[src/rtl/volume_ctrl_multi_if.sv]
// rtl/volume_ctrl_multi_if.sv - key/mute request and per-channel volume bundle
interface volume_ctrl_multi_if #(
    parameter int COUNT_SIZE = 8,
    parameter int CHANNELS   = 2,
    parameter int CHW        = (CHANNELS > 1) ? $clog2(CHANNELS) : 1
);
    logic                           VOLUP;
    logic                           VOLDOWN;
    logic                           VOLVALID;
    logic [CHW-1:0]                 CH_SEL;
    logic                           ALL;
    logic                           MUTE_TOGGLE;
    logic [CHANNELS*COUNT_SIZE-1:0] volume;
    logic [CHANNELS-1:0]            muted;
    logic                           limit_hit;

    // Keypad side drives requests and observes the gain settings
    modport master (
        output VOLUP, VOLDOWN, VOLVALID, CH_SEL, ALL, MUTE_TOGGLE,
        input  volume, muted, limit_hit
    );

    // Controller side
    modport slave (
        input  VOLUP, VOLDOWN, VOLVALID, CH_SEL, ALL, MUTE_TOGGLE,
        output volume, muted, limit_hit
    );
endinterface

[src/rtl/volume_ctrl_multi.sv]
// rtl/volume_ctrl_multi.sv - multi-channel saturating volume control with hold-to-repeat
module volume_ctrl_multi #(
    parameter int COUNT_SIZE   = 8,
    parameter int CHANNELS     = 2,
    parameter int STEP         = 1,
    parameter int REPEAT_DELAY = 5_000_000,
    parameter int REPEAT_RATE  = 1_000_000,
    parameter int RESET_VOL    = 0
) (
    input  logic                 CLK,
    input  logic                 RESETn,
    volume_ctrl_multi_if.slave   bus
);
    localparam int CHW     = (CHANNELS > 1) ? $clog2(CHANNELS) : 1;
    localparam int KW      = CHW + 2;
    localparam int CNT_MAX = (REPEAT_DELAY > REPEAT_RATE) ? REPEAT_DELAY : REPEAT_RATE;
    localparam int CNTW    = $clog2(CNT_MAX + 1);
    localparam logic [COUNT_SIZE:0]   STEP_W  = (COUNT_SIZE+1)'(STEP);
    localparam logic [COUNT_SIZE-1:0] LVL_MAX = '1;

    typedef enum logic [1:0] {IDLE, DELAY, REPEAT} state_t;

    state_t                state_q, state_d;
    logic [CNTW-1:0]       cnt_q, cnt_d;
    logic [KW-1:0]         key_q, key_d;
    logic [COUNT_SIZE-1:0] lvl_q [CHANNELS];
    logic [COUNT_SIZE-1:0] lvl_d [CHANNELS];
    logic [CHANNELS-1:0]   muted_q, muted_d;
    logic                  limit_hit_q, limit_hit_d;

    logic                  req;
    logic [KW-1:0]         key;
    logic                  step;
    logic [CHANNELS-1:0]   tgt;
    logic                  any_changed;
    logic [COUNT_SIZE:0]   sum;
    logic [COUNT_SIZE-1:0] nxt;

    // A request needs exactly one of UP/DOWN; the key identifies one "press"
    assign req = bus.VOLVALID & (bus.VOLUP ^ bus.VOLDOWN);
    assign key = {bus.VOLUP, bus.ALL, bus.CH_SEL};

    // Repeat FSM: step on a new press, after the delay, then at the repeat rate
    always_comb begin
        state_d = state_q;
        cnt_d   = cnt_q;
        key_d   = key_q;
        step    = 1'b0;
        case (state_q)
            IDLE: begin
                if (req) begin
                    step    = 1'b1;
                    cnt_d   = CNTW'(1);
                    key_d   = key;
                    state_d = DELAY;
                end
            end
            DELAY, REPEAT: begin
                if (!req) begin
                    state_d = IDLE;
                    cnt_d   = '0;
                end else if (key != key_q) begin
                    step    = 1'b1;
                    cnt_d   = CNTW'(1);
                    key_d   = key;
                    state_d = DELAY;
                end else if (cnt_q == ((state_q == DELAY) ? CNTW'(REPEAT_DELAY)
                                                         : CNTW'(REPEAT_RATE))) begin
                    step    = 1'b1;
                    cnt_d   = CNTW'(1);
                    state_d = REPEAT;
                end else begin
                    cnt_d = cnt_q + CNTW'(1);
                end
            end
            default: begin
                state_d = IDLE;
                cnt_d   = '0;
            end
        endcase
    end

    // Per-channel level/mute update; a step overrides a same-cycle mute toggle
    always_comb begin
        lvl_d       = lvl_q;
        muted_d     = muted_q;
        tgt         = '0;
        any_changed = 1'b0;
        sum         = '0;
        nxt         = '0;
        for (int k = 0; k < CHANNELS; k++) begin
            tgt[k] = bus.ALL | (int'(bus.CH_SEL) == k);
            if (step && tgt[k]) begin
                if (bus.VOLUP) begin
                    sum = {1'b0, lvl_q[k]} + STEP_W;
                    nxt = sum[COUNT_SIZE] ? LVL_MAX : sum[COUNT_SIZE-1:0];
                end else begin
                    sum = {1'b0, lvl_q[k]};
                    nxt = (sum < STEP_W) ? '0 : lvl_q[k] - STEP_W[COUNT_SIZE-1:0];
                end
                lvl_d[k]   = nxt;
                muted_d[k] = 1'b0;
                if (nxt != lvl_q[k]) begin
                    any_changed = 1'b1;
                end
            end else if (bus.MUTE_TOGGLE && tgt[k]) begin
                muted_d[k] = ~muted_q[k];
            end
        end
        limit_hit_d = step & (|tgt) & ~any_changed;
    end

    // State, counter, key latch and channel registers
    always_ff @(posedge CLK or negedge RESETn) begin
        if (!RESETn) begin
            state_q     <= IDLE;
            cnt_q       <= '0;
            key_q       <= '0;
            muted_q     <= '0;
            limit_hit_q <= 1'b0;
            for (int k = 0; k < CHANNELS; k++) begin
                lvl_q[k] <= COUNT_SIZE'(RESET_VOL);
            end
        end else begin
            state_q     <= state_d;
            cnt_q       <= cnt_d;
            key_q       <= key_d;
            muted_q     <= muted_d;
            limit_hit_q <= limit_hit_d;
            lvl_q       <= lvl_d;
        end
    end

    // Effective volume is forced to zero while muted; the stored level is kept
    always_comb begin
        bus.volume = '0;
        for (int k = 0; k < CHANNELS; k++) begin
            bus.volume[k*COUNT_SIZE +: COUNT_SIZE] = muted_q[k] ? '0 : lvl_q[k];
        end
    end

    assign bus.muted     = muted_q;
    assign bus.limit_hit = limit_hit_q;
endmodule
[src/flat_wrapper.sv]
// flat-port wrapper written by rule: the top's interface ports become plain ports
module volume_ctrl_multi_flat 
#(
    parameter int COUNT_SIZE   = 8,
    parameter int CHANNELS     = 2,
    parameter int STEP         = 1,
    parameter int REPEAT_DELAY = 5_000_000,
    parameter int REPEAT_RATE  = 1_000_000,
    parameter int RESET_VOL    = 0
)
  (CLK, RESETn, bus_VOLUP, bus_VOLDOWN, bus_VOLVALID, bus_CH_SEL, bus_ALL, bus_MUTE_TOGGLE, bus_volume, bus_muted, bus_limit_hit);
  volume_ctrl_multi_if #(.COUNT_SIZE(COUNT_SIZE), .CHANNELS(CHANNELS)) bus_i ();
  input  logic CLK;
  input  logic RESETn;
  input wire logic [$bits(bus_i.VOLUP)-1:0] bus_VOLUP;
  input wire logic [$bits(bus_i.VOLDOWN)-1:0] bus_VOLDOWN;
  input wire logic [$bits(bus_i.VOLVALID)-1:0] bus_VOLVALID;
  input wire logic [$bits(bus_i.CH_SEL)-1:0] bus_CH_SEL;
  input wire logic [$bits(bus_i.ALL)-1:0] bus_ALL;
  input wire logic [$bits(bus_i.MUTE_TOGGLE)-1:0] bus_MUTE_TOGGLE;
  output wire logic [$bits(bus_i.volume)-1:0] bus_volume;
  output wire logic [$bits(bus_i.muted)-1:0] bus_muted;
  output wire logic [$bits(bus_i.limit_hit)-1:0] bus_limit_hit;
  assign bus_i.VOLUP = bus_VOLUP;
  assign bus_i.VOLDOWN = bus_VOLDOWN;
  assign bus_i.VOLVALID = bus_VOLVALID;
  assign bus_i.CH_SEL = bus_CH_SEL;
  assign bus_i.ALL = bus_ALL;
  assign bus_i.MUTE_TOGGLE = bus_MUTE_TOGGLE;
  assign bus_volume = bus_i.volume;
  assign bus_muted = bus_i.muted;
  assign bus_limit_hit = bus_i.limit_hit;
  volume_ctrl_multi #(.COUNT_SIZE(COUNT_SIZE), .CHANNELS(CHANNELS), .STEP(STEP), .REPEAT_DELAY(REPEAT_DELAY), .REPEAT_RATE(REPEAT_RATE), .RESET_VOL(RESET_VOL)) u_core (.CLK(CLK), .RESETn(RESETn), .bus(bus_i));
endmodule
[config.mk]
export PLATFORM = sky130hd
export DESIGN_NAME = volume_ctrl_multi_flat
export DESIGN_NICKNAME = d
export VERILOG_FILES = /design/src/rtl/volume_ctrl_multi_if.sv /design/src/rtl/volume_ctrl_multi.sv /design/src/flat_wrapper.sv
export SDC_FILE = /design/constraint.sdc
export NUM_CORES = 1
export LEC_CHECK = 0
export ABC_AREA = 1
export BUFFER_PORTS_ARGS = -buffer_cell sky130_fd_sc_hd__buf_2
export CORE_MARGIN = 2
export CORE_UTILIZATION = 49
export DETAILED_ROUTE_END_ITERATION = 16
export PLACE_DENSITY = 0.7
export SLEW_MARGIN = 20
export SYNTH_ARGS = -nofsm -noshare
export SYNTH_HDL_FRONTEND = slang
export SYNTH_SLANG_ARGS = --single-unit
[constraint.sdc]
create_clock -name CLK -period 1.6 [get_ports CLK]
set_clock_uncertainty 0.05 [all_clocks]
set_input_delay 0.24 -clock CLK [delete_from_list [all_inputs] [get_ports CLK]]
set_output_delay 0.24 -clock CLK [all_outputs]
set_load 0.05 [all_outputs]
==> results of run 1 <==
## layer usage
layer	vias to the layer above	GRT usage (%)	share of wire, %
met1	2031	34.72	38
met5	-	0	0
met3	49	3.817	4.6
met4	0	14.27	4.0
met2	159	54.88	54
li1	2021	-	-
## registers in the layout (all words and copies together) (netlist names)
name                  cells
u_core.cnt_q             23
u_core.bus.limit_hit      1
u_core.key_q              3
u_core.bus.muted          2
u_core.lvl_q             16
u_core.state_q            2
## power breakdown
part / internal [W] / leakage (nW) / switching (W)
Clock: 0.000475 / 0.0587 / 0.000497
Sequential: 0.00148 / 0.612 / 0.000420
Combinational: 0.00273 / 2.11 / 0.00363
## cell usage in the layout (no fill, tap or decap), types with 10 or more instances in the layout
cell,synthesis,layout
buf_4,2,139
nand2_1,129,98
inv_1,55,41
dfrtp_1,47,41
nand3_1,43,33
nor2_1,41,31
nand2_2,4,30
xor2_1,23,22
inv_2,9,20
buf_6,5,19
o21ai_2,12,17
nor2_4,3,14
nand4_1,12,12
o21ai_0,23,12
buf_2,5,12
nor2_2,12,11
nand3_2,4,10
nand2_4,6,10
o22ai_2,1,10
## logic make-up (layout without fill, tap and decap cells)
group | Yosys count | in the layout | share of synthesized area (%)
buf+inv | 82 | 252 | 9.821
simple gates | 276 | 278 | 36.35
compound gates | 70 | 70 | 12.22
flops | 47 | 47 | 31.72
fa+ha+maj | 9 | 9 | 3.038
xor+xnor | 29 | 29 | 6.851
## worst paths after layout
| kind | slack [ns] | depth (start not counted) | to | startpoint |
|---|---|---|---|---|
| setup / recovery | -0.34 | 15 | u_core.bus.limit_hit$_DFF_PN0_ | u_core.lvl_q[1]$_DFFE_PN0P_ |
| max in group asynchronous | 0.86 | 3 | u_core.lvl_q[12]$_DFFE_PN0P_ | RESETn |
| hold / removal | 0.19 | 3 | u_core.key_q[0]$_DFFE_PN0P_ | bus_CH_SEL |
| hold reg to reg | 0.49 | 2 | u_core.key_q[2]$_DFFE_PN0P_ | u_core.key_q[2]$_DFFE_PN0P_ |
| min in group asynchronous | 0.36 | 3 | u_core.cnt_q[10]$_DFFE_PN0P_ | RESETn |
| setup reg to reg | -0.34 | 15 | u_core.bus.limit_hit$_DFF_PN0_ | u_core.lvl_q[1]$_DFFE_PN0P_ |
## cell type report
| type | instances | share of cell area, % |
|---|---|---|
| Multi-Input combinational cell | 386 | 46.92 |
| Timing Repair Buffer | 176 | 23.87 |
| Sequential cell | 47 | 20.14 |
| Inverter | 67 | 4.705 |
| Tap cell | 99 | 2.108 |
| Clock buffer | 5 | 1.171 |
| Clock inverter | 3 | 0.8090 |
| Timing Repair inverter | 1 | 0.2768 |
## worst reg2reg max path: stages, from the launching register on
cell and delay, ns:
dfrtp_1 0.43, inv_2 0.07, ha_4 0.17, nand2_2 0.08
inv_1 0.07, nand2_4 0.10, nand2_1 0.10, nand2_1 0.13
nand2_2 0.09, nand2_1 0.06, nand2_1 0.05, nor2_2 0.15
nand3_2 0.10, nand2_2 0.07, nand2_2 0.07, nor2_2 0.07
## what timing repair did
item                                    4_1_cts  5_1_grt
endpoints found under the hold margin        47        0
hold buffers                                  1        0
gates cloned                                  3        0
gates resized for setup                     102       70
pin swaps                                    35       21
endpoints found under the setup margin       50       62
setup buffers                                13       13
## stage by stage
| step | utilization (%) | setup TNS [ns] | worst slack [ns] |
|---|---|---|---|
| 2_1_floorplan | - | -3.828 | -0.1791 |
| 3_3_place_gp | 67.24 | -4.006 | -0.3537 |
| 3_5_place_dp | 67.24 | -5.444 | -0.3887 |
| 4_1_cts | 76.22 | -5.307 | -0.2400 |
| 5_1_grt | 80.59 | -13.09 | -0.4089 |
| 6_report | 80.59 | -8.470 | -0.3376 |
==> metrics, run 1 <==
status=finished with violations; failing checks=negative setup slack; Slew headroom=~70%; unrepaired setup endpoints after global routing=true; final instance area=between 5000 and 6000 um^2; DP Wirelength=7844 um; port bufs=26; Die Span Y=90.98 um; worst slew pin tran=between 0.4 and 0.5 ns; post-route ant nets=0; Overflow after GRT=0; 1st-iter DRT viols=186; total CTS buffers=5; clk buf depth=2; Area Growth Syn to Fin=58.52%; CP Launch Type=flop; mapped cell area=around 3700 um^2; All-Layer GR Usage=30.10%; clock slew at reported path FFs=0.10 ns; number of placed instances, taps included=747; Reg area=1184 um^2; Main synth FF type=dfrtp_1; Clock Sinks=47; Synthesized Nets=530; routability cong.=approximately 0.94; Final Non-Filler Cells=784; layout net count=about 700; Tcrit/Tclk final=121.1%; FF+latch count, synth=47; crit path time final=between 1.5 and 2 ns; yosys warns=0; largest net degree at the start of global routing=48; overall power=0.009232 W; Crit. End Element=flop; number of remaining DRC errors=0; DP Area=4903 um^2; setup violators final=43; Distinct cells, synth=44; first-pass GRT wire length=19960 um; VDD IR max=1.614 mV; die width=90.98 um; multi-input logic area=2758 um^2; Placement Rows=31; EDFF count, synth=0; proportion of layout cells with a drive suffix above 1=52.12%; core area=7292 um^2; ranking of synthesized cells by area=dfrtp_1, nand2_1, nand3_1; detailed-route vias per instance=5.434; Crit path arrival time=2.14 ns; Clock Tree Root=clkbuf_8; area leader, netlist=dfrtp_1; CTS tree=yes; setup ws final=-0.3376 ns; hold slack final=0.1934 ns; Setup CP Type=flop to flop; largest stage delay on the critical path=0.43 ns; most instantiated library cell after synthesis=nand2_1; fill count=around 480; first-pass iteration count of the detailed router=5; Slew Limit Fails=0; ANT cells=0; sequential-to-total area share from yosys stat=between 30% and 40%; I/O pin count=27; Worst-Skew Late Latency=0.33 ns; final WL=around 13000 um; Hold Fails Final Rpt=0; P per Cell Area=1571 nW/um^2; Synth Instances=513; Synth top area share=31.72%; ys async rst share=100.0%; Top delay family on crit path=simple AND/OR/NAND/NOR gates; vias in the first global route=4266; mean post-synth cell area=7.227 um^2; H-Tree Depth=2; Wirelength per Cell=16.33 um; Initial Utilization=50.84%; CP max-delay cell=dfrtp_1; Via Count=4260; Max Fclk=516.1 MHz; Max Cap Viol=0; Die Area=just over 8000 um^2; WP data required=approximately 1.8 ns; Leakage Power=2.785 nW; crit path buf inv count=2; worst min path class=input pin to flop; worst-path fanout max=6; commonest cells in the netlist=nand2_1, inv_1, dfrtp_1; initial antenna violation count=0; critical-path cell list=inv_2, ha_4, nand2_2, inv_1, nand2_4, nand2_1, nand2_1, nand2_2, nand2_1, nand2_1, nor2_2, nand3_2, nand2_2, nand2_2, nor2_2
Power figures use the tool's default switching activity.
==> inputs of run 2 (changes only) <==
--- a/config.mk
+++ b/config.mk
@@ -7,10 +7,12 @@
 export LEC_CHECK = 0
 export ABC_AREA = 1
 export BUFFER_PORTS_ARGS = -buffer_cell sky130_fd_sc_hd__buf_2
+export CELL_PAD_IN_SITES_DETAIL_PLACEMENT = 2
+export CELL_PAD_IN_SITES_GLOBAL_PLACEMENT = 2
 export CORE_MARGIN = 2
-export CORE_UTILIZATION = 49
+export CORE_UTILIZATION = 32
 export DETAILED_ROUTE_END_ITERATION = 16
-export PLACE_DENSITY = 0.7
+export PLACE_DENSITY_LB_ADDON = 0.1
 export SLEW_MARGIN = 20
 export SYNTH_ARGS = -nofsm -noshare
 export SYNTH_HDL_FRONTEND = slang
==> run 2 against run 1 <==
Compared with the run above:
- the run now fails in global routing
- synthesized cell count unchanged
- area after synthesis is the same
==> metrics, run 2 <==
Die Span Y=111.6 um (+23%); ranking of synthesized cells by area=dfrtp_1, nand2_1, nand3_1; Initial Utilization=32.61% (-18 points); adder-cell share of the synthesized area=3.037% (unchanged); number of placed instances, taps included=814 (+9.0%); clk buf depth=2 (unchanged); post-GRT worst EP=u_core.lvl_q[11]$_DFFE_PN0P_/D; yosys warns=0 (unchanged); ys async rst share=100.0% (unchanged); most instantiated library cell after synthesis=nand2_1; Main synth FF type=dfrtp_1; area leader, netlist=dfrtp_1; Worst EP kind=register data pin; Synth Area in XOR/XNOR=6.851% (unchanged); Clock Sinks=47 (unchanged); Synthesized Nets=530 (unchanged); sequential-to-total area share from yosys stat=31.72% (unchanged); Stopped at=global routing; I/O pin count=27 (unchanged); Distinct cells, synth=44 (unchanged); DP Wirelength=11790 um (+50%); mapped cell area=3707 um^2 (unchanged); mux share of post-synthesis cell area=0% (unchanged); initial antenna violation count=0; Synth Area in Compound Gates=12.22% (unchanged); Placement Rows=39 (+26%); die width=111.6 um (+23%); Clock Tree Root=clkbuf_16; routability cong.=0.8488 (-9.2%); largest net degree at the start of global routing=48; commonest cells in the netlist=nand2_1, inv_1, dfrtp_1; main combinational cell family by area after synthesis=simple AND/OR/NAND/NOR gates; Synth Instances=513 (unchanged); simple-gate share of the synthesized area=36.35% (unchanged); FF+latch count, synth=47 (unchanged); mean post-synth cell area=7.227 um^2 (unchanged); H-Tree Depth=2 (unchanged); Synth top area share=31.72% (unchanged); port bufs=26 (unchanged); tool error=[ERROR DPL-0033] detailed placement checks failed during check placement.; EDFF count, synth=0 (unchanged); total CTS buffers=5 (unchanged); status=did not finish
-- run 2: cell counts after synthesis --
No cell type changed its count.
-- run 2: logic make-up after synthesis --
logic type               count (synthesis)
AO/OA/AOI/OAI                           70
XOR/XNOR                                29
flip-flops                              47
adder cells (fa/ha/maj)                  9
buffers and inverters                   82
AND/OR/NAND/NOR                        276
-- run 2: repair_timing --
item                                    in CTS
resized for setup                          136
hold buffers                                 1
hold endpoints to repair                    47
setup buffers                               25
endpoints found under the setup margin      55
pin swaps                                   32
cloned                                       1
-- run 2: through the flow --
stage | util [%] | area [um^2] | setup slack (ns) | TNS [ns]
4_1_cts | 53.17 | 6046 | -0.3226 | -9.389
3_5_place_dp | 45.35 | 5156 | -0.5852 | -9.398
3_3_place_gp | 45.35 | 5156 | -0.5009 | -5.731
2_1_floorplan | - | 3805 | -0.1791 | -3.828
==> inputs of run 3 (changes only) <==
--- a/config.mk
+++ b/config.mk
@@ -7,12 +7,10 @@
 export LEC_CHECK = 0
 export ABC_AREA = 1
 export BUFFER_PORTS_ARGS = -buffer_cell sky130_fd_sc_hd__buf_2
-export CELL_PAD_IN_SITES_DETAIL_PLACEMENT = 2
-export CELL_PAD_IN_SITES_GLOBAL_PLACEMENT = 2
 export CORE_MARGIN = 2
-export CORE_UTILIZATION = 32
+export CORE_UTILIZATION = 34
 export DETAILED_ROUTE_END_ITERATION = 16
-export PLACE_DENSITY_LB_ADDON = 0.1
+export PLACE_DENSITY_LB_ADDON = 0.15
 export SLEW_MARGIN = 20
 export SYNTH_ARGS = -nofsm -noshare
 export SYNTH_HDL_FRONTEND = slang
==> constraint.sdc (replaced) <==
create_clock -name CLK -period 2.1 [get_ports CLK]
set_clock_uncertainty 0.05 [all_clocks]
set_input_delay 0.315 -clock CLK [delete_from_list [all_inputs] [get_ports CLK]]
set_output_delay 0.315 -clock CLK [all_outputs]
set_load 0.05 [all_outputs]
==> run 3 against run 2 <==
Compared with the run above:
- the flow now finishes without violations
==> metrics, run 3 (synthesis results as in run 1) <==
most common cell after layout, fill and taps aside=nand2_1; detailed-route vias per instance=slightly below 5; vias in the first global route=3211; Wirelength per Cell=13.58 um; Crit path arrival time=between 2 and 2.5 ns; fin util=just under 40%; Final Non-Filler Cells=688; Clock Sinks=47 (unchanged); WP data required=2.25 ns; setup violators final=0; unrepaired setup endpoints after global routing=true; All-Layer GR Usage=16.32%; CTS tree=yes; layout net count=564; worst slew pin tran=0.4789 ns; internal reg-to-reg setup slack=0.1 ns; initial antenna violation count=0; ANT cells=0; Hold Fails Final Rpt=0; Slew headroom=68.04%; Reg area=approximately 1200 um^2; critical-path cell list=inv_1, ha_1, nand2_1, nor2_1, nand2_1, nor2_4, o21ai_0, nand2_1, nand2_1, nand4_1, nand2_1, inv_1, nor2_2; CP max-delay cell=dfrtp_1; Tcrit/Tclk final=95.34%; port bufs=26 (unchanged); critical path's most frequent cell=nand2_1; Placement Rows=38 (-2.6%); routability cong.=0.8918 (+5.1%); Worst-Skew Late Latency=0.30 ns; largest net degree at the start of global routing=48; largest reg by FF count=u_core.cnt_q; DP Wirelength=6798 um (-42%); crit path time final=around 2.0 ns; worst-path fanout max=5; P per Cell Area=1233 nW/um^2; VDD IR max=a little over 0.7 mV; proportion of layout cells with a drive suffix above 1=21.90%; I/O pin count=27 (unchanged); Die Span Y=108.4 um (-2.9%); max FFs per register=23; 1st-iter DRT viols=143; core area=10750 um^2; Largest regs=u_core.cnt_q: 23 flops, u_core.lvl_q: 16 flops, u_core.key_q: 3 flops; Crit. End Element=flop; number of remaining DRC errors=0; Max Cap Viol=0; die width=108.4 um (-2.9%); total CTS buffers=5 (unchanged); CP Launch Type=flop; Via Count=3412; commonest non-fill, non-tap cells in the layout=nand2_1, inv_1, dfrtp_1; Leakage Power=a little under 2 nW; Clock Tree Root=clkbuf_8; Setup CP Type=flop to flop; Initial Utilization=34.50% (+1.9 points); Slew Limit Fails=0; clk buf depth=2 (unchanged); Overflow after GRT=0; first-pass iteration count of the detailed router=4; fill count=approximately 1200; Die Area=11750 um^2; post-route ant nets=0; final WL=about 9300 um; Max Fclk=~500 MHz; H-Tree Depth=2 (unchanged); largest stage delay on the critical path=0.44 ns; status=complete, no violations; number of placed instances, taps included=674 (-17%); first-pass GRT wire length=15500 um; clock slew at reported path FFs=0.09 ns; multi-input logic area=2250 um^2; worst min path class=input pin to flop; Area Growth Syn to Fin=13.57%
[run 3: path summary, 6_finish.rpt]
path,start,end,cells past startpoint
max,u_core.lvl_q[9]$_DFFE_PN0P_,u_core.bus.limit_hit$_DFF_PN0_,13
min,bus_CH_SEL,u_core.key_q[0]$_DFFE_PN0P_,3
max reg2reg,u_core.lvl_q[9]$_DFFE_PN0P_,u_core.bus.limit_hit$_DFF_PN0_,13
min reg2reg,u_core.key_q[1]$_DFFE_PN0P_,u_core.key_q[1]$_DFFE_PN0P_,2
max in group asynchronous,RESETn,u_core.lvl_q[1]$_DFFE_PN0P_,3
min in group asynchronous,RESETn,u_core.cnt_q[7]$_DFFE_PN0P_,3
[run 3: final cells by class]
cell class / count / share of cell area (%)
sequential: 47 / 27.99
multi-input combinational: 386 / 53.43
clock buffer: 8 / 2.377
tap: 140 / 4.160
inverter: 67 / 6.092
timing repair buffer: 40 / 5.944
[run 3: worst max-delay path: cells and delay by family (launching register included)]
| kind | cells | cell delay [ns] |
|---|---|---|
| AO/OA/AOI/OAI | 1 | 0.14 |
| flip-flops | 1 | 0.44 |
| buffers and inverters | 2 | 0.22 |
| adder cells (fa/ha/maj) | 1 | 0.20 |
| AND/OR/NAND/NOR | 9 | 0.84 |
[run 3: repair_timing]
item                                    CTS  global route
setup buffers                             0             3
cloned                                    0             2
hold buffers                              1             0
resized for setup                         3            12
pin swaps                                 0             1
endpoints found under the hold margin    47             0
endpoints found under the setup margin    1            19
[run 3: routing by layer]
layer  part of all wire, %  track usage [%]  up-vias
met3                   3.3            2.351       12
met4                   1.5            4.029        0
met1                    49            23.15     1611
met2                    46            26.07       59
met5                     0                0        -
li1                      -                -     1730
[run 3: power by group]
group	switching, W	internal, W	leakage (nW)
clock network	0.000326	0.000302	0.0515
registers	0.000386	0.00112	0.617
logic	0.00205	0.00100	1.27
[run 3: through the flow]
| stage | total power [W] | worst slack, ns | hold slack (ns) | TNS, ns | area (um^2) |
|---|---|---|---|---|---|
| 5_1_grt | 0.005660 | -0.05469 | 0.2986 | -0.05469 | 4210 |
| 2_1_floorplan | 0.003841 | 0.2459 | -0.03059 | 0 | 3707 |
| 4_1_cts | 0.005088 | 0.04995 | 0.2638 | 0 | 4118 |
| 3_5_place_dp | 0.004435 | -0.03390 | 0.2803 | -0.03390 | 3993 |
| 3_3_place_gp | 0.004410 | -0.006156 | 0.2784 | -0.006156 | 3993 |
| 6_report | 0.005191 | 0.09796 | 0.2708 | 0 | 4210 |
